--- src/rtl/mux_pkg.sv ---
// Shared definitions for the N-channel registered multiplexer.
//   state_t : output-register occupancy (ST_EMPTY / ST_FULL)
//   idx_w() : channel-index width for a given channel count (minimum 1 bit)
package mux_pkg;

  typedef enum logic {
    ST_EMPTY = 1'b0,
    ST_FULL  = 1'b1
  } state_t;

  function automatic int unsigned idx_w(input int unsigned n);
    return (n < 2) ? 1 : $clog2(n);
  endfunction

endpackage

--- src/rtl/rr_pick.sv ---
// Round-robin picker: finds the first asserted request scanning from ptr
// upward, wrapping modulo N. Purely combinational.
// Ports:
//   req   in  N   request vector
//   ptr   in  SW  scan start index (< N)
//   grant out SW  index of the first request found (0 when none)
//   found out 1   at least one request asserted
module rr_pick
  import mux_pkg::*;
#(
  parameter  int unsigned N  = 4,
  localparam int unsigned SW = idx_w(N)
) (
  input  logic [N-1:0]  req,
  input  logic [SW-1:0] ptr,
  output logic [SW-1:0] grant,
  output logic          found
);

  logic [SW-1:0] idx;

  // First hit wins; later hits are masked by found.
  always_comb begin
    grant = '0;
    found = 1'b0;
    idx   = '0;
    for (int i = 0; i < int'(N); i++) begin
      idx = SW'((32'(ptr) + 32'(i)) % N);
      if (!found && req[idx]) begin
        found = 1'b1;
        grant = idx;
      end
    end
  end

endmodule

--- src/rtl/mux_nch_pipe.sv ---
// N-channel, W-bit registered multiplexer with valid/ready handshakes.
// One channel is chosen per transfer, from sel (rr_mode=0) or by internal
// round-robin (rr_mode=1), and held in a one-entry output register.
// Optional feature macro: MUXP_PARITY_EN adds the Y_par output (even parity of Y).
// Ports:
//   clk, rst   clock (rising edge), asynchronous active-high reset
//   in_valid   in  N    per-channel valid
//   in_ready   out N    per-channel accept, one-hot or zero
//   I          in  N*W  channel data, channel k = I[k*W +: W]
//   sel        in  SW   external channel select
//   rr_mode    in  1    0 = external select, 1 = round-robin
//   out_valid  out 1    output register holds a word
//   out_ready  in  1    downstream accept
//   Y          out W    registered data
//   out_ch     out SW   channel that produced Y
//   Y_par      out 1    parity of Y (only with MUXP_PARITY_EN)
//   sel_err    out 1    one-cycle pulse after an out-of-range sel while able to load
module mux_nch_pipe
  import mux_pkg::*;
#(
  parameter  int unsigned W  = 8,
  parameter  int unsigned N  = 4,
  localparam int unsigned SW = idx_w(N)
) (
  input  logic            clk,
  input  logic            rst,
  input  logic [N-1:0]    in_valid,
  output logic [N-1:0]    in_ready,
  input  logic [N*W-1:0]  I,
  input  logic [SW-1:0]   sel,
  input  logic            rr_mode,
  output logic            out_valid,
  input  logic            out_ready,
  output logic [W-1:0]    Y,
  output logic [SW-1:0]   out_ch,
`ifdef MUXP_PARITY_EN
  output logic            Y_par,
`endif
  output logic            sel_err
);

  state_t        state;
  logic [SW-1:0] rr_ptr;
  logic [SW-1:0] grant;
  logic          found;
  logic [SW-1:0] c;
  logic          c_ok;
  logic          load_en;
  logic          sel_bad;
  logic          xfer;
  logic [W-1:0]  d;

  rr_pick #(.N(N)) u_pick (
    .req   (in_valid),
    .ptr   (rr_ptr),
    .grant (grant),
    .found (found)
  );

  assign out_valid = (state == ST_FULL);

  // Channel choice, handshake and data select.
  always_comb begin
    load_en  = !out_valid || out_ready;
    sel_bad  = 32'(sel) >= N;
    c        = rr_mode ? grant : sel;
    c_ok     = rr_mode ? found : !sel_bad;
    in_ready = '0;
    if (load_en && c_ok) in_ready = N'(1) << c;
    xfer     = |(in_ready & in_valid);
    // Loop select keeps an out-of-range c from indexing past I.
    d = '0;
    for (int k = 0; k < int'(N); k++) begin
      if (c == SW'(k)) d = I[k*W +: W];
    end
  end

  // Occupancy FSM, output register and round-robin pointer.
  always_ff @(posedge clk or posedge rst) begin
    if (rst) begin
      state   <= ST_EMPTY;
      Y       <= '0;
      out_ch  <= '0;
      sel_err <= 1'b0;
      rr_ptr  <= '0;
`ifdef MUXP_PARITY_EN
      Y_par   <= 1'b0;
`endif
    end else begin
      sel_err <= !rr_mode && load_en && sel_bad;
      case (state)
        ST_EMPTY: if (xfer) state <= ST_FULL;
        ST_FULL:  if (out_ready && !xfer) state <= ST_EMPTY;
        default:  state <= ST_EMPTY;
      endcase
      if (xfer) begin
        Y      <= d;
        out_ch <= c;
`ifdef MUXP_PARITY_EN
        Y_par  <= ^d;
`endif
        if (rr_mode) rr_ptr <= (32'(c) == N - 1) ? '0 : SW'(32'(c) + 1);
      end
    end
  end

endmodule

--- config.mk ---
export PLATFORM = sky130hd
export DESIGN_NAME = mux_nch_pipe
export DESIGN_NICKNAME = d
export VERILOG_FILES = /design/src/rtl/mux_pkg.sv /design/src/rtl/rr_pick.sv /design/src/rtl/mux_nch_pipe.sv
export SDC_FILE = /design/constraint.sdc
export NUM_CORES = 1
export LEC_CHECK = 0
export ABC_AREA = 1
export CAP_MARGIN = 20
export CORE_ASPECT_RATIO = 0.6
export CORE_MARGIN = 2
export CORE_UTILIZATION = 43
export DETAILED_ROUTE_END_ITERATION = 8
export PLACE_DENSITY = 0.85
export SLEW_MARGIN = 20
export SYNTH_ARGS = -nofsm -noshare
export SYNTH_HDL_FRONTEND = slang
export SYNTH_SLANG_ARGS = --single-unit
--- constraint.sdc ---
create_clock -name clk -period 4.4 [get_ports clk]
set_input_delay 0.66 -clock clk [delete_from_list [all_inputs] [get_ports clk]]
set_output_delay 0.66 -clock clk [all_outputs]
set_load 0.05 [all_outputs]
Word level (Yosys, flattened, before mapping)
Index checks and enable logic that the tools add are counted.
{"block": "word_totals", "in_bits": 42, "out_inout_bits": 16, "register_bits": 13, "word_cells": 59}
{"block": "op_classes", "order_cmp": 4, "n_addsub": 4, "eq_ne": 3, "bitwise": 2, "shift": 1, "n_reduce_logical": 14, "mux": 27}
{"op": "$mux 8", "n": 4}
{"op": "$lt 2x3->1 const B", "n": 4}
{"op": "$mux 2", "n": 6}
{"op": "$mux 1", "n": 11}
{"op": "$bmux 1 s2", "n": 4}
{"op": "$logic_and 1x1->1", "n": 5}
{"op": "$logic_not 1->1", "n": 5}
{"op": "$add 2x1->2 const B", "n": 2}
{"op": "$add 2x2->2 const B", "n": 2}
{"op": "$and 4x4->4", "n": 1}
{"op": "$eq 2x2->1 const B", "n": 2}
{"op": "$mux 4", "n": 1}
{"op": "$reduce_or 4->1", "n": 1}
{"op": "$shl 1x2->4 const A", "n": 1}
{"op": "$eq 2x1->1 const B", "n": 1}
{"op": "$logic_not 2->1", "n": 1}
{"op": "$pmux 1 s2", "n": 1}
{"op": "$reduce_and 2->1", "n": 1}
{"op": "$logic_or 1x1->1", "n": 1}
{"op": "$not 1->1", "n": 1}

Depth between registers and ports, before layout
{"block": "depth", "ltp_word": 21, "mapped_depth": 22, "depth_no_buf": 20}

By module
A second synthesis with hierarchy kept.
{"block": "hier_totals", "hier_cells": 201, "hier_area_um2": 1247.4}
{"mod": "mux_nch_pipe", "seq_area_each_um2": 325.3, "instances": 1, "area_each_um2": 928.4, "cells_per_inst": 142}
{"mod": "rr_pick", "seq_area_each_um2": 0.0, "instances": 1, "area_each_um2": 319.1, "cells_per_inst": 59}

Worst setup path after synthesis
No wires, ideal clock.
{"block": "synth_path", "kind": "input to output", "start": "input in_valid[2]", "end": "output in_ready[1]", "path_stages": 15, "t_required_ns": 3.740, "arrival_ns": 2.959, "setup_slack_ns": 0.781, "n_path_buf": 1, "cell_sequence": "inv_1 > nand2_4 > nand3_1 > nand2_2 > nor2_4 > nand3_1 > o21ai_0 > inv_1 > nand2_1 > nand2_1 > inv_1 > ha_1 > clkbuf_1 > clkinv_1 > nor2_1"}
{"block": "synth_between", "elab_chain_cells": 15, "elab_cells_between_ends": 27, "classes_between": "shift: 1; mux: 19; reduce/logical: 7"}
{"element": "start, declared", "line": "mux_nch_pipe.sv:27", "source": "input logic [N-1:0] in_valid,"}
{"element": "$bmux 1 s2", "line": "rr_pick.sv:29", "source": "if (!found && req[idx]) begin"}
{"element": "$mux 1 (not written as such)", "line": "rr_pick.sv:29"}
{"element": "$mux 1", "line": "rr_pick.sv:29"}
{"element": "$logic_not 1->1", "line": "rr_pick.sv:29"}
{"element": "$logic_and 1x1->1", "line": "rr_pick.sv:29"}
{"element": "$mux 1", "line": "rr_pick.sv:29"}
{"element": "$logic_not 1->1", "line": "rr_pick.sv:29"}
{"element": "$logic_and 1x1->1", "line": "rr_pick.sv:29"}
{"element": "$mux 1", "line": "rr_pick.sv:29"}
{"element": "$logic_not 1->1", "line": "rr_pick.sv:29"}
{"element": "$logic_and 1x1->1", "line": "rr_pick.sv:29"}
{"element": "$mux 2 *", "line": "rr_pick.sv:29"}
{"element": "$mux 2 *", "line": "mux_nch_pipe.sv:66", "source": "c = rr_mode ? grant : sel;"}
{"element": "named net c[1]", "line": "mux_nch_pipe.sv:46", "source": "logic [SW-1:0] c;"}
{"element": "$shl 1x2->4 *", "line": "mux_nch_pipe.sv:69", "source": "if (load_en && c_ok) in_ready = N'(1) << c;"}
{"element": "$mux 4 *", "line": "mux_nch_pipe.sv:69"}
{"element": "end, declared", "line": "mux_nch_pipe.sv:28", "source": "output logic [N-1:0] in_ready,"}
The timed path passes the listed nets; every way through them passes the cells marked *. The select of a mux whose other input is x is not followed.

Final worst setup path
{"block": "layout_path", "start": "input in_valid[3]", "end": "output in_ready[1]"}
The elaborated chain is that of the path after synthesis.

==> tab_implementation.tex <==
\begin{tabular}{lr}
\hline
Metric & Value \\
\hline
\multicolumn{2}{l}{\textbf{GRT}} \\
\quad Remaining Overflow, GRT & 0 \\
\quad Global-route wire length before repair & 5.76 mm \\
\quad Antenna violations before repair & 0 \\
\quad Global-route usage over all layers & 0.234 \\
\quad Number of global-route vias before repair & 1264 \\
\quad Pin count of the biggest net entering global routing & 18 \\
\multicolumn{2}{l}{\textbf{Clock tree}} \\
\quad Clock sink total & 13 \\
\quad Post-CTS Hold Fix Bufs & 0 \\
\quad Longest Clk Path Bufs & 2 \\
\quad Number of setup buffers added after CTS & 0 \\
\quad Post-CTS sizing & 0 \\
\quad Clock insertion delay at the later pin of the skew report & around 0.25 ns \\
\quad CTS root buffer & clkbuf\_8 \\
\quad Num CTS Buffers & 3 \\
\quad Clock tree from TritonCTS & yes \\
\quad H-tree depth reported by CTS & 1 \\
\quad Clock edge transition at the registers on the reported setup and hold paths & 0.05 ns \\
\multicolumn{2}{l}{\textbf{Finish}} \\
\quad Number of diodes & 0 \\
\quad Post-route cell area & 1780 um\^{}2 \\
\quad Relative area change from synthesis to final layout & 51.8\% \\
\quad Multi-input gate area in the final layout & 726 um\^{}2 \\
\quad Share of final-layout standard cells stronger than drive strength 1 & 0.0830 \\
\quad Final core utilization & 0.700 \\
\quad Number of filler cells placed in the layout & approximately 220 \\
\quad Total area of sequential cells & 325 um\^{}2 \\
\quad Post-layout net count & $\sim$290 \\
\multicolumn{2}{l}{\textbf{Synth}} \\
\quad Largest cells by area after synthesis & dfrtp\_1 28\%, nand2\_1 24\%, o21ai\_0 8.1\% \\
\quad Post-synthesis adder-cell area fraction & 0.0427 \\
\quad Distinct cell type count after synthesis & 23 \\
\quad Mapped Area & 1170 um\^{}2 \\
\quad Warning count from the yosys run & 0 \\
\quad Share of the synthesized netlist area taken by xor and xnor gates & 0 \\
\quad Top cells by instance count after synthesis & 75 x nand2\_1, 19 x o21ai\_0, 15 x inv\_1, 15 x nand3\_1, 13 x dfrtp\_1 \\
\quad Share of synthesized cell area in and, or, nand and nor gates & 0.436 \\
\quad Most instantiated flip-flop cell in the synthesis netlist & dfrtp\_1 \\
\quad Post-synthesis net count & roughly 230 \\
\quad Cells after synthesis & $\sim$190 \\
\quad Area share of the largest cell type after synthesis & 0.277 \\
\quad Avg Inst Size Synth & between 6 and 7 um\^{}2 \\
\quad Count leader, synth & nand2\_1 \\
\quad Number of enable-type register cells in the synthesized netlist & 0 \\
\quad \#FFs+latches synth & 13 \\
\quad Post-synthesis cell type with the largest combined area & dfrtp\_1 \\
\quad Dominant combinational cell family by area after synthesis & simple AND/OR/NAND/NOR gates \\
\quad Share of synthesized registers carrying an async set or reset & 1.00 \\
\quad Fraction of synthesized area in multiplexers & 0 \\
\quad Register area share after synthesis & 0.277 \\
\quad Fraction of the mapped netlist area in compound gates & 0.137 \\
\multicolumn{2}{l}{\textbf{Power}} \\
\quad Combinational power share & 0.756 \\
\quad Part of the power in the clock network & 0.078 \\
\quad Power density cells & 763 nW/um\^{}2 \\
\quad Switching share of total power & 0.573 \\
\quad Worst IR drop on VDD & 0.000454 V \\
\quad Leak pwr & roughly 0.00086 uW \\
\quad Switching power & roughly 800 uW \\
\quad Internal power consumption & roughly 580 uW \\
\quad Power share of the sequential group & 0.166 \\
\multicolumn{2}{l}{\textbf{Floorplanning}} \\
\quad Effective utilization at floorplan & 0.462 \\
\quad Total die area & $\sim$3200 um\^{}2 \\
\quad Area of the core & about 2500 um\^{}2 \\
\quad Top-level I/O count & between 50 and 60 \\
\quad Row cnt & 14 \\
\quad Die height & around 44 um \\
\quad Chip width & 71.4 um \\
\multicolumn{2}{l}{\textbf{Timing}} \\
\quad Fmax & roughly 0.24 GHz \\
\quad Setup violators final & 0 \\
\quad Final Skew & a little under 0.003 ns \\
\quad Time the worst path needs with I/O delays and setup & a little over 4 ns \\
\quad Hold Fails Final Rpt & 0 \\
\quad Post-route setup TNS & 0 ns \\
\quad Setup repair after global routing missed its margin & false \\
\quad Share of the cycle needed by the critical path after routing & 0.928 \\
\quad Actual slew at the worst max-slew pin & approximately 0.50 ns \\
\quad Max-slew violation count & 0 \\
\quad Final critical-path setup slack & roughly 0.32 ns \\
\quad Tightest slew margin relative to the limit & 0.664 \\
\quad Hold slack final & around 0.48 ns \\
\multicolumn{2}{l}{\textbf{Route}} \\
\quad Detailed-route wire length & 3.39 mm \\
\quad Met2 wire length & about 1.3 mm \\
\quad WL met3 & between 400 and 500 um \\
\quad Vias/cell & approximately 5.0 \\
\quad Drc violations & 0 \\
\quad Detailed-routing wirelength on met1 & 1.60 mm \\
\quad Post-route ant nets & 0 \\
\quad DRC marker count from the first detailed-route iteration & around 140 \\
\quad DR pass1 iterations & 4 \\
\quad Avg WL per Cell & 12.4 um \\
\quad Top routing layer in use & met4 \\
\quad Total vias in the final route & between 1000 and 1500 \\
\multicolumn{2}{l}{\textbf{Placement}} \\
\quad Port bufs & 56 \\
\quad Standard cell area after detailed placement & 1730 um\^{}2 \\
\quad Final weighted congestion of routability-driven global placement & 0.929 \\
\quad Post-detailed-placement half-perimeter wirelength & around 2.7 mm \\
\quad Pre-CTS worst setup slack & between 0.3 and 0.4 ns \\
\multicolumn{2}{l}{\textbf{Worst setup path}} \\
\quad Crit Path Category & input pin to primary output \\
\quad Ordered cell list for the critical path & clkdlybuf4s50\_1, inv\_1, nand2\_2, nand3\_1, nand2\_2, nor2\_4, nand3\_1, o21ai\_0, inv\_1, nand2\_1, nand2\_1, inv\_1, ha\_1, clkinv\_1, nor2\_1, buf\_12 \\
\quad Library cell contributing the largest single delay on the critical path & clkdlybuf4s50\_1 \\
\quad CP Buf/Inv Count & 6 \\
\quad Required time worst endpoint & $\sim$3.7 ns \\
\quad Worst Setup Start Kind & input pin \\
\quad Kind of end point of the critical path & primary output \\
\quad Worst Path Max Fanout & 10 \\
\quad CP peak stage delay & 0.45 ns \\
\quad Crit path DAT & about 3.4 ns \\
\quad Kind of cell adding the most delay to the critical path & buffers and inverters \\
\quad Most prevalent standard cell on the critical path & inv\_1 \\
\multicolumn{2}{l}{\textbf{Hold path}} \\
\quad Min-Delay Path Class & register to register \\
\multicolumn{2}{l}{\textbf{Job}} \\
\quad Max cap viols & 0 \\
\multicolumn{2}{l}{\textbf{Run status}} \\
\quad Outcome & finished, final reports clean \\
\hline
\end{tabular}
[placed cells by master, fill, tap and decap left out, drive strengths merged]
master | Yosys | layout
nand2 | 81 | 81
o21ai | 21 | 21
a21oi | 8 | 8
nor2 | 9 | 9
nand3 | 16 | 16
ha | 4 | 4
conb | 1 | 1
clkbuf | 5 | 4
o21a | 2 | 2
inv | 17 | 17
clkinv | 1 | 1
clkdlybuf4s50 | 0 | 52
dfrtp | 13 | 13
buf | 3 | 5
nand4 | 7 | 7
[worst reg2reg max path, delay by kind of cell (launching register included)]
family          cells  cell delay (ns)
flops               1             0.59
fa+ha+maj           1             0.37
simple gates       12             1.07
compound gates      3             0.39
buf+inv             4             0.58
[logic make-up after synthesis]
logic type / after synthesis
other cells: 1
buf+inv: 26
fa+ha+maj: 4
flops: 13
simple gates: 113
compound gates: 31
[worst paths after layout]
check                                 start          end  slack, ns  cells past startpoint
worst max-delay path            in_valid[3]  in_ready[1]       0.32                     16
worst min-delay path                   Y[6]         Y[6]       0.48                      2
worst max register to register    rr_ptr[0]         Y[4]       1.29                     20
worst min register to register         Y[6]         Y[6]       0.48                      2
max in group asynchronous               rst    out_valid       3.35                      2
min in group asynchronous               rst         Y[1]       0.73                      2
[power groups by stage]
stage                     Sequential (uW)  Combinational [uW]  Clock, uW
final                                 226                1030        106
after global routing                  233                1130        113
after CTS                             225                1020        108
after detailed placement              226                1010          0
after global placement                225                1000          0
after floorplan                       361                 598          0
[per-stage QoR]
stage | power (uW) | std cells
after global placement | 1230 | 269
after CTS | 1350 | 273
final | 1360 | 273
after global routing | 1470 | 273
after floorplan | 959 | 188
after detailed placement | 1240 | 269
[area by class of cell]
| type | count | area share |
|---|---|---|
| tap | 32 | 0.0225 |
| timing repair buffer | 57 | 0.321 |
| inverter | 18 | 0.0408 |
| multi-input combinational | 149 | 0.408 |
| sequential | 13 | 0.183 |
| clock buffer | 4 | 0.0253 |
[registers in the layout, indices dropped and copies added, names as in the netlist]
signal,cells
rr_ptr,2
out_ch,2
out_valid,1
Y,8
[metal layers]
| metal | GRT usage | vias to the layer above |
|---|---|---|
| met5 | 0 | - |
| met1 | 0.361 | 561 |
| li1 | - | 710 |
| met2 | 0.322 | 90 |
| met4 | 0.0642 | 0 |
| met3 | 0.0569 | 5 |
No activity file was read; power rests on OpenSTA's default activity.
